**config.mk**
```make
export PLATFORM = sky130hd
export DESIGN_NAME = dip_debounce
export DESIGN_NICKNAME = d
export VERILOG_FILES = /design/src/rtl/ucd_io_pkg.sv /design/src/rtl/debounce_bit.sv /design/src/rtl/dip_debounce.sv
export SDC_FILE = /design/constraint.sdc
export NUM_CORES = 1
export LEC_CHECK = 0
export BUFFER_PORTS_ARGS = -buffer_cell sky130_fd_sc_hd__buf_4
export CAP_MARGIN = 20
export CELL_PAD_IN_SITES_DETAIL_PLACEMENT = 0
export CELL_PAD_IN_SITES_GLOBAL_PLACEMENT = 2
export CORE_AREA = 2 2 137 153
export CTS_CLUSTER_DIAMETER = 100
export DETAILED_ROUTE_END_ITERATION = 7
export DIE_AREA = 0 0 139 155
export PLACE_DENSITY_LB_ADDON = 0.1
export SYNTH_ARGS = -nofsm -noshare
export SYNTH_HDL_FRONTEND = slang
export SYNTH_HIERARCHICAL = 1
export SYNTH_SLANG_ARGS = --single-unit
```
**constraint.sdc**
```tcl
create_clock -name clk -period 3.5 [get_ports clk]
set_input_delay 0.7 -clock clk [delete_from_list [all_inputs] [get_ports clk]]
set_output_delay 0.7 -clock clk [all_outputs]
set_load 0.05 [all_outputs]
```
**src/rtl/ucd_io_pkg.sv**
```systemverilog
// Shared constants for the UCD I/O stages (LED, button, DIP debounce).
// Defaults assume a 100 MHz clock with a 1 ms sample tick.
package ucd_io_pkg;

  localparam int DEF_WIDTH          = 24;
  localparam int DEF_TICK_DIV       = 100000;
  localparam int DEF_STABLE_SAMPLES = 4;

  // Counter width able to hold 0..n-1, never narrower than one bit.
  function automatic int cnt_bits(input int n);
    return (n > 1) ? $clog2(n) : 1;
  endfunction

endpackage

```
**src/rtl/debounce_bit.sv**
```systemverilog
// One switch channel: two-flop synchronizer, sample history advanced on the
// shared tick, and a stable flag for the window that includes the incoming sample.
module debounce_bit
  import ucd_io_pkg::*;
#(
  parameter int STABLE_SAMPLES = DEF_STABLE_SAMPLES
) (
  input  logic clk,
  input  logic rst_n,
  input  logic din,
  input  logic tick,
  output logic level,
  output logic stable
);

  logic                      meta;
  logic                      sync;
  logic [STABLE_SAMPLES-2:0] hist;
  logic [STABLE_SAMPLES-1:0] window;

  // The window is the stored samples plus the one arriving this tick, so
  // qualification happens on the same edge that records the last sample.
  assign window = {hist, sync};
  assign level  = sync;
  assign stable = (&window) | ~(|window);

  always_ff @(posedge clk or negedge rst_n) begin
    if (!rst_n) begin
      meta <= 1'b0;
      sync <= 1'b0;
      hist <= '0;
    end else begin
      meta <= din;
      sync <= meta;
      if (tick) hist <= window[STABLE_SAMPLES-2:0];
    end
  end

endmodule

```
**src/rtl/dip_debounce.sv**
```systemverilog
// DIP switch debouncer: shared prescaler, per-channel debounce_bit instances,
// and group-wide change aggregation into dip_out / dip_change / change_mask.
module dip_debounce
  import ucd_io_pkg::*;
#(
  parameter int WIDTH          = DEF_WIDTH,
  parameter int TICK_DIV       = DEF_TICK_DIV,
  parameter int STABLE_SAMPLES = DEF_STABLE_SAMPLES
) (
  input  logic             clk,
  input  logic             rst_n,
  input  logic [WIDTH-1:0] dip_in,
  output logic [WIDTH-1:0] dip_out,
  output logic             dip_change,
  output logic [WIDTH-1:0] change_mask,
  output logic             sample_tick
);

  localparam int            CW       = cnt_bits(TICK_DIV);
  localparam logic [CW-1:0] CNT_LAST = CW'(TICK_DIV - 1);

  logic [CW-1:0]    cnt;
  logic [WIDTH-1:0] level;
  logic [WIDTH-1:0] stable;
  logic [WIDTH-1:0] flip;

  // Reset leaves cnt at 0, so the strobe is low in reset without its own flop.
  assign sample_tick = (cnt == CNT_LAST);

  always_ff @(posedge clk or negedge rst_n) begin
    if (!rst_n)           cnt <= '0;
    else if (sample_tick) cnt <= '0;
    else                  cnt <= cnt + CW'(1);
  end

  debounce_bit #(
    .STABLE_SAMPLES(STABLE_SAMPLES)
  ) u_bit [WIDTH-1:0] (
    .clk   (clk),
    .rst_n (rst_n),
    .din   (dip_in),
    .tick  (sample_tick),
    .level (level),
    .stable(stable)
  );

  assign flip = {WIDTH{sample_tick}} & stable & (level ^ dip_out);

  always_ff @(posedge clk or negedge rst_n) begin
    if (!rst_n) begin
      dip_out     <= '0;
      dip_change  <= 1'b0;
      change_mask <= '0;
    end else begin
      dip_out    <= dip_out ^ flip;
      dip_change <= |flip;
      if (|flip) change_mask <= flip;
    end
  end

endmodule

```
==> results of run 1 <==
[logic make-up (layout without fill, tap and decap cells)]
| kind of cell | count (synthesis) | count (layout) | synth area share, % |
|---|---|---|---|
| muxes | 96 | 96 | 14.80 |
| adders and majority gates | 1 | 1 | 0.1713 |
| AOI/OAI and AO/OA | 35 | 35 | 4.471 |
| xor gates and xnor gates | 38 | 38 | 4.556 |
| buffers and inverters | 8 | 119 | 0.9419 |
| DFF | 186 | 186 | 63.72 |
| and+or+nand+nor | 151 | 151 | 11.34 |
[layout by cell type (no fill, tap or decap), drive strengths merged]
master and n:
clkbuf 20, dfrtp 186, o41ai 1, nor4b 1, xnor2 8, and2 1, nand4b 1, ha 1
a22oi 8, nor2 10, clkinv 4, clkinvlp 1, nand3 6, nand4 34, o2bb2ai 9, nand4bb 1
and3 4, nor3 2, or4 24, inv 10, a32o 15, xor2 30, o21ai 2, nand2 63
mux2 96, nor4 3, buf 84, nor2b 1
[path summary, 6_finish.rpt]
check / endpoint / slack, ps / depth (start not counted)
setup / recovery: sample_tick / 690 / 5
hold / removal: u_bit[20]/hist[2]$_DFFE_PN0P_ / 270 / 1
setup reg to reg: change_mask[9]$_DFFE_PN0P_ / 1040 / 7
hold reg to reg: u_bit[1]/level$_DFF_PN0_ / 350 / 0
max in group asynchronous: u_bit[18]/hist[0]$_DFFE_PN0P_ / 2280 / 2
min in group clk: u_bit[1]/level$_DFF_PN0_ / 350 / 0
[cell usage after synthesis (all sizes together)]
cell type and n:
nor4 3, and3 4, nor2b 1, or4 24, o2bb2ai 9, nor4b 1, a32o 15, o21ai 2
nand4 34, xnor2 8, nor2 10, nand2 63, nand4b 1, dfrtp 186, nor3 2, mux2 96
nand3 6, ha 1, xor2 30, o41ai 1, nand4bb 1, a22oi 8, inv 1, clkinv 1
buf 6, and2 1
[power breakdown]
group / internal [mW] / switching, mW
Clock: 0.980 / 0.884
Combinational: 0.0433 / 0.0782
Sequential: 2.18 / 0.0233
[layout make-up]
class	instances	area, µm²
timing repair buffer	85	656.9
inverter	2	8.758
clock inverter	13	120.1
fill	1857	11300
clock buffer	19	452.9
sequential	186	4654
multi-input combinational	321	2581
tap	256	320.3
[routing by layer]
| metal | vias up | share of wire [%] | global-route usage (%) |
|---|---|---|---|
| li1 | 2092 | - | - |
| met1 | 2274 | 45 | 18.60 |
| met2 | 63 | 50 | 24.16 |
| met3 | 18 | 3.5 | 3.755 |
| met4 | 0 | 1.5 | 4.473 |
| met5 | - | 0 | 0 |
==> flow_summary_export.csv, run 1 <==
group,metric,value,unit
finish,fin_util,43.77,%
finish,drive_gt1_share,19.49,%
clock_tree,clk_latency,430,ps
routing,vias_per_cell,5.042,
setup_path,worstPathRequired,2800,ps
finish,finish.net_count,640,
clock_tree,cts-resized-gates,0,
clock_tree,cts-root-buf,"clkbuf_16",
place,portBuffers,75,
finish,antenna_cells,0,
power,total_power,4.185,mW
setup_path,crit_family,"simple AND/OR/NAND/NOR gates",
sta,max_slew_margin,57.65,%
setup_path,cp_data_arrival_time,2110,ps
routing,vias,4447,
clock_tree,clockBufferDepth,2,
global_routing,grt_overflow,0,
power,vdd_ir_drop_max,0.3192,mV
sta,drv_slew,0,
global_routing,grt_pass1_wl,24380,µm
setup_path,startpoint_type,"flip-flop",
routing,drc,0,
setup_path,worstPathCellList,"nand4bb_1, nor2_1, nand4_1, clkinv_2, buf_4",
sta,fmax,356.2,MHz
floorplanning,io_pins,76,
clock_tree,htree_levels,4,
setup_path,worst_setup_path_end_kind,"primary output",
synthesis,seq_area_frac_synth,63.72,%
floorplanning,die_h,155,µm
sta,hold_slack,270.1,ps
synthesis,synth_seq_cells,186,
sta,setup_violations,0,
sta,post-route-min-period,2807,ps
routing,drt_iter0_drc,215,
clock_tree,hold_buffers,0,
setup_path,critPathMaxFanout,5,
setup_path,slowest_stage,"dfrtp_1",
setup_path,r2r_start,"u_bit[12]/level$_DFF_PN0_",
setup_path,cpPeakStageDelay,430,ps
finish,fin_cells,882,
synthesis,synth_fp_nets,542,
synthesis,yosysTopAreaCellShare,63.72,%
setup_path,critPathKind,"flip-flop to primary output",
sta,fin_crit_sh,80.21,%
setup_path,crit_start,"cnt[5]$_DFF_PN0_",
sta,finalHoldViolCount,0,
clock_tree,cts_tree,"yes",
place,dp_cells,850,
routing,wirelength,14860,µm
global_routing,track_usage,14.46,%
synthesis,synth_area,0.007305,mm²
finish,fin_area,0.008795,mm²
global_routing,grt_pass1_vias,4615,
sta,fin_ws,692.8,ps
synthesis,yosys.area.top_type,"dfrtp_1",
floorplanning,core,0.02009,mm²
routing,wl_per_cell,16.84,µm
sta,tightest_slew,633.1,ps
run,cap_violations,0,
synthesis,netlist_top_cells_area,"dfrtp_1, mux2_1, xor2_1",
routing,ant_nets,0,
power,power_density,475.9,mW/mm²
place,dp_slack,1023,ps
hold_path,hold_class,"primary input to asynchronous set/reset pin",
power,leakage,4.445,nW
finish,syn_to_final_growth,20.40,%
clock_tree,clock-sinks,186,
clock_tree,path_clk_slew,70,ps
routing,first_pass_iters,4,
clock_tree,cts_setup_buffers,0,
sta,rsz0062_at_grt,"false",
floorplanning,row_count,55,
place,hpwl,10460,µm
synthesis,ys_warn_count,6,
floorplanning,fp.dieW,139,µm
sta,setup_tns,0,ps
synthesis,yosysUniqueCellTypes,29,
setup_path,worst-path-buf-inv,2,
global_routing,grt_max_degree,78,
place,postPlaceCellArea,0.008222,mm²
global_routing,antenna_found_initial,0,
floorplanning,start_util,36.35,%
run_status,status,"finished clean",
sta,skew,10.41,ps
synthesis,synthCells,515,
clock_tree,cts_buffers,17,
synthesis,avgSynthCellArea,14.18,µm²
floorplanning,die-area,0.02155,mm²
place,gp_congestion,0.7296,
(Power assumes the default switching activity.)
==> inputs of run 2 (changes only) <==
--- a/config.mk
+++ b/config.mk
@@ -9,10 +9,10 @@
 export CAP_MARGIN = 20
 export CELL_PAD_IN_SITES_DETAIL_PLACEMENT = 0
 export CELL_PAD_IN_SITES_GLOBAL_PLACEMENT = 2
-export CORE_AREA = 2 2 137 153
+export CORE_AREA = 2 2 131 145
 export CTS_CLUSTER_DIAMETER = 100
 export DETAILED_ROUTE_END_ITERATION = 7
-export DIE_AREA = 0 0 139 155
+export DIE_AREA = 0 0 133 147
 export PLACE_DENSITY_LB_ADDON = 0.1
 export SYNTH_ARGS = -nofsm -noshare
 export SYNTH_HDL_FRONTEND = slang
==> constraint.sdc (replaced) <==
create_clock -name clk -period 2.8 [get_ports clk]
set_input_delay 0.56 -clock clk [delete_from_list [all_inputs] [get_ports clk]]
set_output_delay 0.56 -clock clk [all_outputs]
set_load 0.05 [all_outputs]
==> flow_summary_export.csv, run 2 (synthesis gave the netlist of run 1 again) <==
group,metric,value,unit
global_routing,antenna_found_initial,0,
setup_path,cp_data_arrival_time,2030,ps
power,swShare,23.56,%
power,total_power,5.165,mW
global_routing,grt_pass1_wl,23710,µm
place,portBuffers,75,
routing,ant_nets,0,
setup_path,r2r-end,"u_bit[22]/hist[1]$_DFFE_PN0P_",
routing,vias_per_cell,5.123,
sta,fin_crit_sh,92.62,%
finish,antenna_cells,0,
power,power_density,586.7,mW/mm²
clock_tree,cts-resized-gates,0,
run_status,status,"finished clean",
finish,syn_to_final_growth,20.52,%
global_routing,grt_max_degree,77,
place,gp_congestion,0.7491,
place,dp_slack,361.1,ps
power,internal_power,3.948,mW
clock_tree,cts_tree,"yes",
global_routing,track_usage,15.40,%
floorplanning,die_h,147,µm
floorplanning,start_util,40.24,%
setup_path,r2r_start,"cnt[5]$_DFF_PN0_",
sta,setup_violations,0,
sta,max_slew_margin,58.25,%
clock_tree,cts_buffers,17,
place,hpwl,9668,µm
routing,first_pass_iters,4,
hold_path,hold_class,"primary input to asynchronous set/reset pin",
power,clock_power_share,43.8,%
sta,fmax,385.6,MHz
power,leakage,4.439,nW
sta,rsz0062_at_grt,"false",
setup_path,startpoint_type,"flip-flop",
clock_tree,htree_levels,4,
setup_path,critPathKind,"flip-flop to primary output",
setup_path,r2r_slack,560,ps
power,p_sw,1.217,mW
sta,fin_ws,206.5,ps
clock_tree,cts-root-buf,"clkbuf_16",
sta,tightest_slew,626.3,ps
global_routing,grt_overflow,0,
routing,drc,0,
setup_path,critPathMaxFanout,5,
finish,n_fill_cell,1619,
setup_path,worstPathRequired,2240,ps
power,seqPwrFrac,53.2,%
routing,vias,4452,
finish,final_common_cell,"dfrtp_1",
floorplanning,die-area,0.01955,mm²
power,vdd_ir_drop_max,0.5060,mV
finish,final_cell_mix,"dfrtp_1, mux2_1, buf_4, nand2_1, nand4_1",
floorplanning,fp.dieW,133,µm
run,cap_violations,0,
finish,drive_gt1_share,19.49,%
sta,drv_slew,0,
floorplanning,io_pins,76,
finish,finish.net_count,640,
floorplanning,core,0.01815,mm²
clock_tree,clockBufferDepth,2,
clock_tree,clock-sinks,186,
routing,wl_per_cell,16.28,µm
clock_tree,path_clk_slew,70,ps
sta,finalHoldViolCount,0,
routing,wirelength,14150,µm
sta,setup_tns,0,ps
power,power.share.combinational,3.0,%
clock_tree,clk_latency,430,ps
routing,drt_iter0_drc,213,
setup_path,worst_setup_path_end_kind,"primary output",
setup_path,reg2reg_depth,6,
floorplanning,row_count,52,
sta,skew,9.928,ps
global_routing,grt_pass1_vias,4678,
sta,post-route-min-period,2593,ps
## run 2: final cells by class
| type | instances | area (µm²) | area share [%] |
|---|---|---|---|
| multi-input cells | 321 | 2581 | 29.32 |
| repair buffers | 85 | 694.4 | 7.888 |
| flip-flops and latches | 186 | 4654 | 52.87 |
| clock buffers | 17 | 425.4 | 4.832 |
| clock inverters | 15 | 135.1 | 1.535 |
| well taps | 243 | 304.0 | 3.454 |
| inverters | 2 | 8.758 | 0.09949 |
## run 2: worst max-delay path by stage
stage	depth (start not counted)	startpoint	to	slack, ps
after global routing	5	cnt[5]$_DFF_PN0_	sample_tick	80
final	5	cnt[5]$_DFF_PN0_	sample_tick	210
after detailed placement	6	cnt[5]$_DFF_PN0_	u_bit[17]/hist[1]$_DFFE_PN0P_	360
after CTS	5	cnt[5]$_DFF_PN0_	sample_tick	180
after floorplan	5	cnt[5]$_DFF_PN0_	u_bit[0]/hist[0]$_DFFE_PN0P_	270
after global placement	6	cnt[5]$_DFF_PN0_	u_bit[6]/hist[1]$_DFFE_PN0P_	380
## run 2: per-stage QoR
stage               utilization, %  instance area [µm²]  hold slack, ps  std cells
floorplan                        -                 7306           264.4        515
global placement             45.37                 8235           331.9        836
detailed placement           45.37                 8235           335.5        836
CTS                          48.50                 8803           168.2        869
global route                 48.50                 8803           185.4        869
finish                       48.50                 8803           150.7        869
## run 2: layer usage
| layer | up-vias | wire [µm] | GRT usage [%] | share of wire, % |
|---|---|---|---|---|
| met4 | 0 | 152 | 4.839 | 1.1 |
| met3 | 13 | 509 | 3.865 | 3.6 |
| met2 | 70 | 6985 | 25.34 | 49 |
| met1 | 2266 | 6500 | 20.15 | 46 |
| met5 | - | 0 | 0 | 0 |
| li1 | 2103 | - | - | - |
## run 2: power by group through the flow
stage	clock [mW]	sequential, mW	combinational (mW)
after global routing	2.46	2.75	0.179
after global placement	0	2.80	0.159
after floorplan	0	2.79	0.0539
after CTS	2.35	2.75	0.162
after detailed placement	0	2.80	0.162
final	2.26	2.75	0.155
## run 2: timing repair
item,4_1_cts,5_1_grt
setup endpoints to repair,1,0
setup buffers,1,0
hold buffers,0,0
## run 2: worst max-delay path: stages (launching register included)
cell	delay, ps
dfrtp_1	440
nand4bb_1	300
nor2_1	210
nand4_1	290
clkinv_2	170
buf_4	210
